==> src/rtl/backprop_cost.sv <==
// backprop_cost: two-stage pipelined saturated half-sum-of-squared-errors cost
module backprop_cost #(
  parameter int data_size = 4,
  parameter int size      = 3
) (
  input  logic                      clk,
  input  logic                      rst,
  input  logic [data_size*size-1:0] y_stream,
  input  logic [data_size*size-1:0] label_stream,
  output logic [data_size-1:0]      cost
);
  localparam int DW2 = 2 * data_size;
  localparam int SW  = DW2 + $clog2(size + 1);
  logic [data_size-1:0] w_y    [size];
  logic [data_size-1:0] w_l    [size];
  logic [data_size-1:0] w_d    [size];
  logic [DW2-1:0]       w_sq   [size];
  logic [DW2-1:0]       r_sq   [size];
  logic [SW-1:0]        w_sum;
  logic [SW-1:0]        w_half;
  logic [data_size-1:0] w_sat;
  logic [data_size-1:0] r_cost;
  for (genvar g = 0; g < size; g++) begin : g_elem
    assign w_y[g]  = y_stream[data_size*g +: data_size];
    assign w_l[g]  = label_stream[data_size*g +: data_size];
    assign w_d[g]  = (w_y[g] >= w_l[g]) ? w_y[g] - w_l[g] : w_l[g] - w_y[g];
    assign w_sq[g] = DW2'(w_d[g]) * DW2'(w_d[g]);
  end
  // Stage 1: latch exact per-element squared differences
  always_ff @(posedge clk) begin
    for (int i = 0; i < size; i++)
      r_sq[i] <= rst ? '0 : w_sq[i];
  end
  // Sum squares in a width that can hold size full-scale terms without overflow
  always_comb begin
    w_sum = '0;
    for (int i = 0; i < size; i++)
      w_sum = w_sum + SW'(r_sq[i]);
  end
  assign w_half = w_sum >> 1;
  assign w_sat  = (w_half > SW'({data_size{1'b1}})) ? '1 : w_half[data_size-1:0];
  // Stage 2: halved and saturated cost drives the output directly
  always_ff @(posedge clk) begin
    r_cost <= rst ? '0 : w_sat;
  end
  assign cost = r_cost;
endmodule

==> config.mk <==
export PLATFORM = sky130hd
export DESIGN_NAME = backprop_cost
export DESIGN_NICKNAME = d
export VERILOG_FILES = /design/src/rtl/backprop_cost.sv
export SDC_FILE = /design/constraint.sdc
export NUM_CORES = 1
export LEC_CHECK = 0
export CORE_ASPECT_RATIO = 0.75
export CORE_MARGIN = 8
export CORE_UTILIZATION = 30
export CTS_BUF_LIST = sky130_fd_sc_hd__clkbuf_4 sky130_fd_sc_hd__clkbuf_8 sky130_fd_sc_hd__clkbuf_16
export DETAILED_ROUTE_END_ITERATION = 12
export PLACE_DENSITY = 0.51
export SETUP_SLACK_MARGIN = 0.1
export SYNTH_ARGS = -nofsm -noshare
export SYNTH_HDL_FRONTEND = slang
export SYNTH_SLANG_ARGS = --single-unit
==> constraint.sdc <==
create_clock -name clk -period 4.3 [get_ports clk]
set_input_delay 0.43 -clock clk [delete_from_list [all_inputs] [get_ports clk]]
set_output_delay 0.43 -clock clk [all_outputs]
set_load 0.01 [all_outputs]
==> results of run 1 <==
[area by class of cell]
class	count	area [um2]	area share (%)
Tap cell	112	140	4.41
Timing Repair Buffer	33	320	10.1
Sequential cell	25	500	15.8
Inverter	46	173	5.44
Multi-Input combinational cell	231	1960	61.7
Clock buffer	4	82.6	2.60
[metrics by stage]
stage / setup slack, ps / power (mW) / hold slack [ps]
finish: 407 / 1.17 / 512
global route: 154 / 1.29 / 538
CTS: 411 / 1.19 / 517
detailed placement: 163 / 0.970 / 502
global placement: 227 / 0.967 / 494
floorplan: 649 / 0.797 / 482
[logic make-up after synthesis]
family | count (synthesis) | synth area share [%]
xor+xnor | 8 | 2.61
fa+ha+maj | 54 | 29.1
simple gates | 88 | 18.8
mux | 8 | 3.13
flops | 25 | 18.7
other cells | 2 | 0.280
buf+inv | 56 | 8.45
compound gates | 70 | 18.9
[synth_stat cells, drive strengths merged, types with 7 or more instances]
| cell | count | share of area (%) |
|---|---|---|
| nor3b | 7 | 2.0 |
| inv | 46 | 6.4 |
| nor2b | 15 | 3.5 |
| nor2 | 24 | 3.4 |
| fa | 14 | 10 |
| a21oi | 22 | 4.5 |
| nand2 | 7 | 0.98 |
| and2 | 8 | 1.9 |
| dfxtp | 25 | 19 |
| buf | 8 | 1.7 |
| ha | 40 | 19 |
[per-layer routing]
metal | routed length, um | vias to the layer above | GRT usage [%]
met4 | 35 | 0 | 1.68
met1 | 2770 | 945 | 11.2
met2 | 2140 | 18 | 14.0
li1 | - | 1123 | -
met3 | 151 | 5 | 2.07
met5 | 0 | - | 0
[critical path: cells and delay by family]
| kind | cells | cell delay (ps) |
|---|---|---|
| adders and majority gates | 5 | 1240 |
| AOI/OAI and AO/OA | 5 | 970 |
| buffers and inverters | 4 | 640 |
| muxes | 2 | 540 |
| xor gates and xnor gates | 1 | 170 |
| and+or+nand+nor | 1 | 50 |
[power by group]
part           total (mW)  leakage [nW]  switching, mW  internal, mW
combinational       0.649          1.24          0.330         0.319
clock               0.208        0.0416         0.0756         0.133
sequential          0.315         0.208         0.0218         0.293
total                1.17          1.48          0.427         0.745
[flip-flops by register name, indices dropped and copies added (netlist names)]
signal	count
r_sq	21
cost	4
[how the worst max path moves through the flow]
stage	start	end	slack [ps]
floorplan	y_stream[8]	r_sq[0][22]$_SDFF_PP0_	650
global placement	y_stream[8]	r_sq[0][22]$_SDFF_PP0_	230
finish	y_stream[8]	r_sq[0][22]$_SDFF_PP0_	410
detailed placement	y_stream[8]	r_sq[0][22]$_SDFF_PP0_	160
CTS	y_stream[8]	r_sq[0][22]$_SDFF_PP0_	410
global route	y_stream[8]	r_sq[0][22]$_SDFF_PP0_	150
==> out/results.tsv, run 1 <==
metric	value	unit
result_of_the_run	finished, final reports clean	
postSynthRegisterBits	25	
final_period_minus_worst_setup_slack	3890	ps
cts.hold.buffers_added	0	
cts_max_level	1	
dieArea	12300	um2
postRouteWirelength	5.10	mm
grt_start_max_net_pins	21	
mostFrequentLayoutCell	sky130_fd_sc_hd__inv_1	
rows	30	
hold_path_class	reg -> reg	
setup_viol	0	
numPlacedInstances	447	
yosysSeqAreaShare	18.7	%
wl_per_cell	11.3	um
async_flop_share	0	%
tritoncts.num_buffers	3	
postRouteAntennaNets	0	
pin_count	30	
timing.setup.tns	0	ps
clkTransAtPathRegs	60	ps
core	8860	um2
power_leakage	1.48	nW
die_height	97.9	um
holdPathStages	2	
yosysWarnings	0	
syn-instance-count	311	
post_cts_resized	0	
power-per-cell-area	369	nW/um2
detail_route.first_pass.iterations	4	
cts_root_cell	sky130_fd_sc_hd__clkbuf_16	
clock.fmax	0.257	GHz
worst_skew_pair.late_latency	250	ps
grt.overflow.total	0	
post-route-cell-area	3170	um2
hold_viol_final	0	
antenna_cells	0	
fillers	915	
fin_util	35.8	%
maxCapViolations	0	
synth.avg_cell_area	8.62	um2
irDropWorstVdd	0.000163	V
grt_antenna_before_repair	0	
synth_ff_type	sky130_fd_sc_hd__dfxtp_1	
path_common_cell	sky130_fd_sc_hd__ha_1	
critical-path-max-stage-delay	430	ps
worstRegToRegCells	6	
grt_pass1_wl	9.10	mm
die_w	125	um
rsz0062_at_grt	false	
worst_slew_pin_slew	573	ps
cts_max_path_bufs	2	
vias	2091	
ff2ff_setup_slack	2340	ps
netlist_area_before_placement	2680	um2
timing.rr.end	cost[3]$_SDFF_PP0_	
synth-edff-count	0	
path_class	in -> reg	
vias_in_the_first_global_route	2081	
path_cells	clkdlybuf4s50_1 -> inv_1 -> ha_1 -> inv_1 -> fa_1 -> a21oi_1 -> o21a_1 -> mux2i_1 -> inv_2 -> ha_1 -> xor2_1 -> ha_1 -> ha_1 -> a21o_1 -> a21o_1 -> a21oi_1 -> nor2_1 -> mux2_1	
routed_via_density	4.64	
start_util	30.3	%
stdcell_count	451	
worstSetupEndpointType	register	
dpl.hpwl	4.40	mm
max-slew-margin-rel	60.7	%
route.detailed.drc	0	
tritoncts	done	
fin_skew	1.15	ps
grtUsageTotal	8.56	%
clock_sink_count	25	
post-cts-setup-buffers	0	
critical_path.max_fanout	3	
launching_point_of_the_worst_reg2reg_path	r_sq[0][5]$_SDFF_PP0_	
critPathRequiredTime	4440	ps
port_buffers	29	
synth.lib_cells_used.distinct	61	
min_to	cost[0]$_SDFF_PP0_	
final-max-slew-violation-count	0	
hold_start	r_sq[0][16]$_SDFF_PP0_	
worstPathArrival	4040	ps
area_growth	18.4	%
final_nets	420	
ratio_of_cells_with_drive_above_1_in_the_final_layout	5.31	%
cp-start-kind	primary input	
gp_routability_congestion	0.819	
final.period_utilization	90.5	%
drt-initial-drc-count	108	
placedInstanceArea	3090	um2
crit_slowest_cell	sky130_fd_sc_hd__clkdlybuf4s50_1	
most_frequent_cells_in_the_layout	45 x sky130_fd_sc_hd__inv_1, 40 x sky130_fd_sc_hd__ha_1, 29 x sky130_fd_sc_hd__clkdlybuf4s50_1, 25 x sky130_fd_sc_hd__dfxtp_1, 24 x sky130_fd_sc_hd__nor2_1	
Note: power is estimated with default switching activity, not from simulation.
==> run 2, diff against run 1 <==
--- a/config.mk
+++ b/config.mk
@@ -5,10 +5,8 @@
 export SDC_FILE = /design/constraint.sdc
 export NUM_CORES = 1
 export LEC_CHECK = 0
-export CORE_ASPECT_RATIO = 0.75
 export CORE_MARGIN = 8
 export CORE_UTILIZATION = 30
-export CTS_BUF_LIST = sky130_fd_sc_hd__clkbuf_4 sky130_fd_sc_hd__clkbuf_8 sky130_fd_sc_hd__clkbuf_16
 export DETAILED_ROUTE_END_ITERATION = 12
 export PLACE_DENSITY = 0.51
 export SETUP_SLACK_MARGIN = 0.1
==> run 2 against run 1 <==
  * Global-route usage is 0.20 points lower
  * Via count up 1.5%
  * Critical endpoint unchanged
  * Flip-flop and latch count did not move
  * Wire length is 1.2% higher
  * Clock power fell by 34%
  * Clock skew up 1.9 ps
  * Count of clock-buffer cells in the layout down 1
  * Non-clock buffer count did not move
  * Highest routed layer unchanged
==> out/results.tsv, run 2 (synthesis gave the netlist of run 1 again) <==
metric	value	unit	change
fillers	905		was 915
timing.setup.tns	0	ps	unchanged
vias_in_the_first_global_route	2117		was 2081
seq_area	500	um2	unchanged
setup_viol	0		unchanged
postRouteAntennaNets	0		unchanged
setup_ws	497	ps	was 407 ps
final-max-slew-violation-count	0		unchanged
rows	34		was 30
grt_start_max_net_pins	33		was 21
max-slew-margin-rel	58.1	%	was 60.7%
antenna_cells	0		unchanged
wl_per_cell	11.5	um	was 11.3 um
most_frequent_cells_in_the_layout	45 x sky130_fd_sc_hd__inv_1, 40 x sky130_fd_sc_hd__ha_1, 29 x sky130_fd_sc_hd__clkdlybuf4s50_1, 25 x sky130_fd_sc_hd__dfxtp_1, 24 x sky130_fd_sc_hd__nor2_1		unchanged
multi_input_area	1960	um2	about the same
tritoncts.num_buffers	3		unchanged
clock.fmax	0.263	GHz	was 0.257 GHz
clkTransAtPathRegs	80	ps	was 60 ps
ratio_of_cells_with_drive_above_1_in_the_final_layout	5.60	%	was 5.31%
tritoncts	done		unchanged
critical_path.startpoint	label_stream[8]		was y_stream[8]
final.period_utilization	88.4	%	was 90.5%
drt-initial-drc-count	32		was 108
worstPathArrival	3960	ps	was 4040 ps
grt_pass1_wl	9.14	mm	was 9.10 mm
detailedPlace.worstSlack	104	ps	was 163 ps
power_leakage	1.47	nW	was 1.48 nW
final_nets	420		unchanged
maxCapViolations	0		unchanged
ff2ff_setup_slack	2370	ps	was 2340 ps
timing.rr.end	cost[0]$_SDFF_PP0_		was cost[3]$_SDFF_PP0_
cts_root_cell	sky130_fd_sc_hd__clkbuf_8		was sky130_fd_sc_hd__clkbuf_16
dieArea	12200	um2	was 12300 um2
path_cells	clkdlybuf4s50_1 -> ha_1 -> inv_1 -> fa_1 -> a21oi_2 -> o21a_1 -> mux2i_1 -> inv_2 -> ha_1 -> xor2_1 -> ha_1 -> ha_1 -> a21o_1 -> a21o_1 -> a21oi_1 -> nor2_1 -> mux2_1		was clkdlybuf4s50_1 -> inv_1 -> ha_1 -> inv_1 -> fa_1 -> a21oi_1 -> o21a_1 -> mux2i_1 -> inv_2 -> ha_1 -> xor2_1 -> ha_1 -> ha_1 -> a21o_1 -> a21o_1 -> a21oi_1 -> nor2_1 -> mux2_1
pin_count	30		unchanged
post-route-cell-area	3140	um2	was 3170 um2
fin_skew	3.01	ps	was 1.15 ps
die_w	111	um	was 125 um
core	8680	um2	was 8860 um2
worst_skew_pair.late_latency	270	ps	was 250 ps
die_height	111	um	was 97.9 um
mostFrequentLayoutCell	sky130_fd_sc_hd__inv_1		unchanged
worstRegToRegCells	6		unchanged
placedInstanceArea	3090	um2	about the same
cp-start-kind	primary input		unchanged
critical-path-max-stage-delay	480	ps	was 430 ps
routed_via_density	4.75		was 4.64
irDropWorstVdd	0.000145	V	was 0.000163 V
detail_route.first_pass.iterations	4		unchanged
dpl.hpwl	4.31	mm	was 4.40 mm
path_class	in -> reg		unchanged
area_growth	17.0	%	was 18.4%
result_of_the_run	finished, final reports clean		unchanged
start_util	30.9	%	was 30.3%
postRouteWirelength	5.16	mm	was 5.10 mm
critical_path.max_fanout	4		was 3
hold_viol_final	0		unchanged
route.detailed.drc	0		unchanged
port_buffers	29		unchanged
grtUsageTotal	8.35	%	was 8.56%
crit_slowest_cell	sky130_fd_sc_hd__clkdlybuf4s50_1		unchanged
power-per-cell-area	350	nW/um2	was 369 nW/um2
critPathRequiredTime	4460	ps	was 4440 ps
rsz0062_at_grt	false		unchanged
grt.overflow.total	0		unchanged
vias	2123		was 2091
cts_max_level	1		unchanged
clock_sink_count	25		unchanged
cts_max_path_bufs	2		unchanged
grt_antenna_before_repair	0		unchanged
hold_path_class	reg -> reg		unchanged
launching_point_of_the_worst_reg2reg_path	r_sq[0][5]$_SDFF_PP0_		unchanged
regMostFlops	r_sq		unchanged
final_period_minus_worst_setup_slack	3800	ps	was 3890 ps
worstSetupEndpointType	register		unchanged
path_common_cell	sky130_fd_sc_hd__ha_1		unchanged
largest_register_ff_count	21		unchanged
crit_path_end	r_sq[0][22]$_SDFF_PP0_		unchanged
gp_routability_congestion	0.815		was 0.819
worst_slew_pin_slew	610	ps	was 573 ps
## run 2: cell count changes in the layout (fill, tap and decap cells not counted), sizes merged
cell / before / now
clkbuf: 4 / 3
clkinv: 0 / 1
## run 2: layer usage
layer | GRT usage, % | up-vias | wire length [um]
li1 | - | 1121 | -
met2 | 14.5 | 23 | 2410
met1 | 10.3 | 977 | 2590
met4 | 1.62 | 0 | 25
met5 | 0 | - | 0
met3 | 1.79 | 2 | 134
## run 2: how the worst min path moves through the flow
stage | cells after the start | start | end
3_5_place_dp | 2 | r_sq[0][16]$_SDFF_PP0_ | cost[0]$_SDFF_PP0_
5_1_grt | 2 | r_sq[0][16]$_SDFF_PP0_ | cost[0]$_SDFF_PP0_
3_3_place_gp | 2 | r_sq[0][16]$_SDFF_PP0_ | cost[0]$_SDFF_PP0_
4_1_cts | 2 | r_sq[0][16]$_SDFF_PP0_ | cost[0]$_SDFF_PP0_
2_1_floorplan | 2 | r_sq[0][16]$_SDFF_PP0_ | cost[0]$_SDFF_PP0_
6_report | 2 | r_sq[0][16]$_SDFF_PP0_ | cost[0]$_SDFF_PP0_
## run 2: cell type report
type | count | share of cell area (%)
flip-flops and latches | 25 | 16.0
well taps | 108 | 4.31
clock buffers | 3 | 1.32
clock inverters | 1 | 0.160
inverters | 46 | 5.50
repair buffers | 33 | 10.2
multi-input cells | 231 | 62.5
## run 2: what timing repair did
item / 4_1_cts / 5_1_grt
setup endpoints to repair: 0 / 1
setup buffers: 0 / 0
resized for setup: 0 / 1
hold buffers: 0 / 0
## run 2: critical path, delay by kind of cell
kind            cells  cell delay [ps]
xor+xnor            1              160
buf+inv             3              600
compound gates      5              930
fa+ha+maj           5             1220
mux                 2              550
simple gates        1               50
## run 2: per-stage QoR
step | utilization [%] | cells | total power [mW] | hold WS (ps)
after global placement | 35.6 | 443 | 0.964 | 501
final | 36.1 | 447 | 1.10 | 553
after CTS | 36.1 | 447 | 1.11 | 556
after floorplan | - | 312 | 0.797 | 482
after global routing | 36.1 | 447 | 1.21 | 633
after detailed placement | 35.6 | 443 | 0.966 | 531
## run 2: power by group
group | leakage, nW | internal (mW) | switching [mW]
sequential | 0.208 | 0.293 | 0.0219
combinational | 1.24 | 0.319 | 0.328
clock | 0.0255 | 0.0648 | 0.0725
total | 1.47 | 0.676 | 0.422
==> run 3, diff against run 2 <==
--- a/config.mk
+++ b/config.mk
@@ -5,8 +5,10 @@
 export SDC_FILE = /design/constraint.sdc
 export NUM_CORES = 1
 export LEC_CHECK = 0
+export CAP_MARGIN = 20
 export CORE_MARGIN = 8
 export CORE_UTILIZATION = 30
+export CTS_BUF_LIST = sky130_fd_sc_hd__clkbuf_16
 export DETAILED_ROUTE_END_ITERATION = 12
 export PLACE_DENSITY = 0.51
 export SETUP_SLACK_MARGIN = 0.1
==> run 3 against run 2 <==
  * Global-route usage about the same
  * Final cell count unchanged
  * Hold slack got worse by 5.0 ps
  * Highest routed layer unchanged
  * Die area unchanged
  * Clock power increased by 45%
  * Count of clock-buffer cells in the layout unchanged
  * First-iteration DRC count increased by 19%
  * Core utilization increased by 0.39 points
  * Power increased by 5.8%
==> out/results.tsv, run 3 (synthesis gave the netlist of run 1 again) <==
metric	value	unit	change
result_of_the_run	finished, final reports clean		unchanged
detail_route.first_pass.iterations	4		unchanged
clock.fmax	0.261	GHz	was 0.263 GHz
max-slew-margin-rel	58.1	%	about the same
grtUsageTotal	8.31	%	was 8.35%
fillers	899		was 905
numPlacedInstances	443		unchanged
die_height	111	um	unchanged
placedInstanceArea	3090	um2	unchanged
grt_antenna_before_repair	0		unchanged
setup_viol	0		unchanged
drt-initial-drc-count	38		was 32
routed_via_density	4.74		was 4.75
postRouteAntennaNets	0		unchanged
ratio_of_cells_with_drive_above_1_in_the_final_layout	5.60	%	unchanged
start_util	30.9	%	unchanged
power_leakage	1.48	nW	was 1.47 nW
setup_ws	464	ps	was 497 ps
stdcell_count	447		unchanged
hold_viol_final	0		unchanged
rsz0062_at_grt	false		unchanged
path_class	in -> reg		unchanged
area_growth	18.2	%	was 17.0%
maxCapViolations	0		unchanged
dpl.hpwl	4.31	mm	unchanged
wl_met2	2.44	mm	was 2.41 mm
port_buffers	29		unchanged
postRouteWirelength	5.18	mm	was 5.16 mm
tritoncts.num_buffers	3		unchanged
final_nets	420		unchanged
detail_route.wirelength.met1	2.60	mm	was 2.59 mm
largest_register_ff_count	21		unchanged
post-route-cell-area	3170	um2	was 3140 um2
irDropWorstVdd	0.000165	V	was 0.000145 V
tritoncts	done		unchanged
grt.overflow.total	0		unchanged
die_w	111	um	unchanged
final.period_utilization	89.2	%	was 88.4%
clkTransAtPathRegs	60	ps	was 80 ps
cts_max_path_bufs	2		unchanged
power-per-cell-area	367	nW/um2	was 350 nW/um2
timing.hold.ws	548	ps	was 553 ps
rows	34		unchanged
timing.setup.tns	0	ps	unchanged
worstSetupEndpointType	register		unchanged
clock_sink_count	25		unchanged
dieArea	12200	um2	unchanged
cts_root_cell	sky130_fd_sc_hd__clkbuf_16		was sky130_fd_sc_hd__clkbuf_8
final_period_minus_worst_setup_slack	3840	ps	was 3800 ps
mostFrequentLayoutCell	sky130_fd_sc_hd__inv_1		unchanged
fin_util	36.5	%	was 36.1%
gp_routability_congestion	0.815		unchanged
grt_start_max_net_pins	33		unchanged
worst_skew_pair.late_latency	250	ps	was 270 ps
most_frequent_cells_in_the_layout	45 x sky130_fd_sc_hd__inv_1, 40 x sky130_fd_sc_hd__ha_1, 29 x sky130_fd_sc_hd__clkdlybuf4s50_1, 25 x sky130_fd_sc_hd__dfxtp_1, 24 x sky130_fd_sc_hd__nor2_1		unchanged
vias_in_the_first_global_route	2111		was 2117
totalPowerFinal	1.16	mW	was 1.10 mW
regMostFlops	r_sq		unchanged
final-max-slew-violation-count	0		unchanged
hold_path_class	reg -> reg		unchanged
pin_count	30		unchanged
detailedPlace.worstSlack	104	ps	unchanged
cts_max_level	1		unchanged
cp-start-kind	primary input		unchanged
core	8680	um2	unchanged
grt_pass1_wl	9.08	mm	was 9.14 mm
cts.hold.buffers_added	0		unchanged
fin_skew	1.08	ps	was 3.01 ps
wl_per_cell	11.6	um	was 11.5 um
critical_path.max_fanout	4		unchanged
vias	2118		was 2123
route.detailed.drc	0		unchanged
worst_slew_pin_slew	611	ps	was 610 ps
wl_met3	109	um	was 134 um
antenna_cells	0		unchanged
worstPathArrival	3980	ps	was 3960 ps
critPathRequiredTime	4440	ps	was 4460 ps
dr.max_layer_used	met4		unchanged
run 3: final timing paths:
path,start,end,slack [ps],depth (start not counted)
worst max-delay path,label_stream[8],r_sq[0][22]$_SDFF_PP0_,460,17
worst min-delay path,r_sq[0][16]$_SDFF_PP0_,cost[0]$_SDFF_PP0_,550,2
worst max register to register,r_sq[0][5]$_SDFF_PP0_,cost[0]$_SDFF_PP0_,2370,6
worst min register to register,r_sq[0][16]$_SDFF_PP0_,cost[0]$_SDFF_PP0_,550,2
run 3: layout make-up:
type                    count  area (um2)  area share, %
clock buffers               3        75.1           2.37
clock inverters             1        5.00          0.158
inverters                  46         173           5.45
multi-input cells         231        1960           61.9
flip-flops and latches     25         500           15.8
well taps                 108         135           4.26
repair buffers             33         320           10.1
run 3: metal layers:
| metal | vias to the layer above | track usage, % |
|---|---|---|
| li1 | 1121 | - |
| met1 | 976 | 10.2 |
| met2 | 19 | 14.6 |
| met3 | 2 | 1.79 |
| met4 | 0 | 1.35 |
| met5 | - | 0 |
run 3: worst max-delay path: stages:
cell	delay, ps
sky130_fd_sc_hd__clkdlybuf4s50_1	480
sky130_fd_sc_hd__ha_1	140
sky130_fd_sc_hd__inv_1	60
sky130_fd_sc_hd__fa_1	410
sky130_fd_sc_hd__a21oi_2	220
sky130_fd_sc_hd__o21a_1	210
sky130_fd_sc_hd__mux2i_1	270
sky130_fd_sc_hd__inv_2	60
sky130_fd_sc_hd__ha_1	280
sky130_fd_sc_hd__xor2_1	160
sky130_fd_sc_hd__ha_1	220
sky130_fd_sc_hd__ha_1	180
sky130_fd_sc_hd__a21o_1	170
sky130_fd_sc_hd__a21o_1	170
sky130_fd_sc_hd__a21oi_1	180
sky130_fd_sc_hd__nor2_1	50
sky130_fd_sc_hd__mux2_1	280
run 3: what timing repair did:
action / 4_1_cts / 5_1_grt
buffers inserted: 0 / 0
setup endpoints to repair: 0 / 1
endpoints found under the hold margin: 0 / 0
gates resized for setup: 0 / 1
run 3: where the power goes:
group	switching, mW	internal, mW	total (mW)
clock network	0.0743	0.125	0.199
logic	0.330	0.319	0.649
registers	0.0220	0.293	0.315
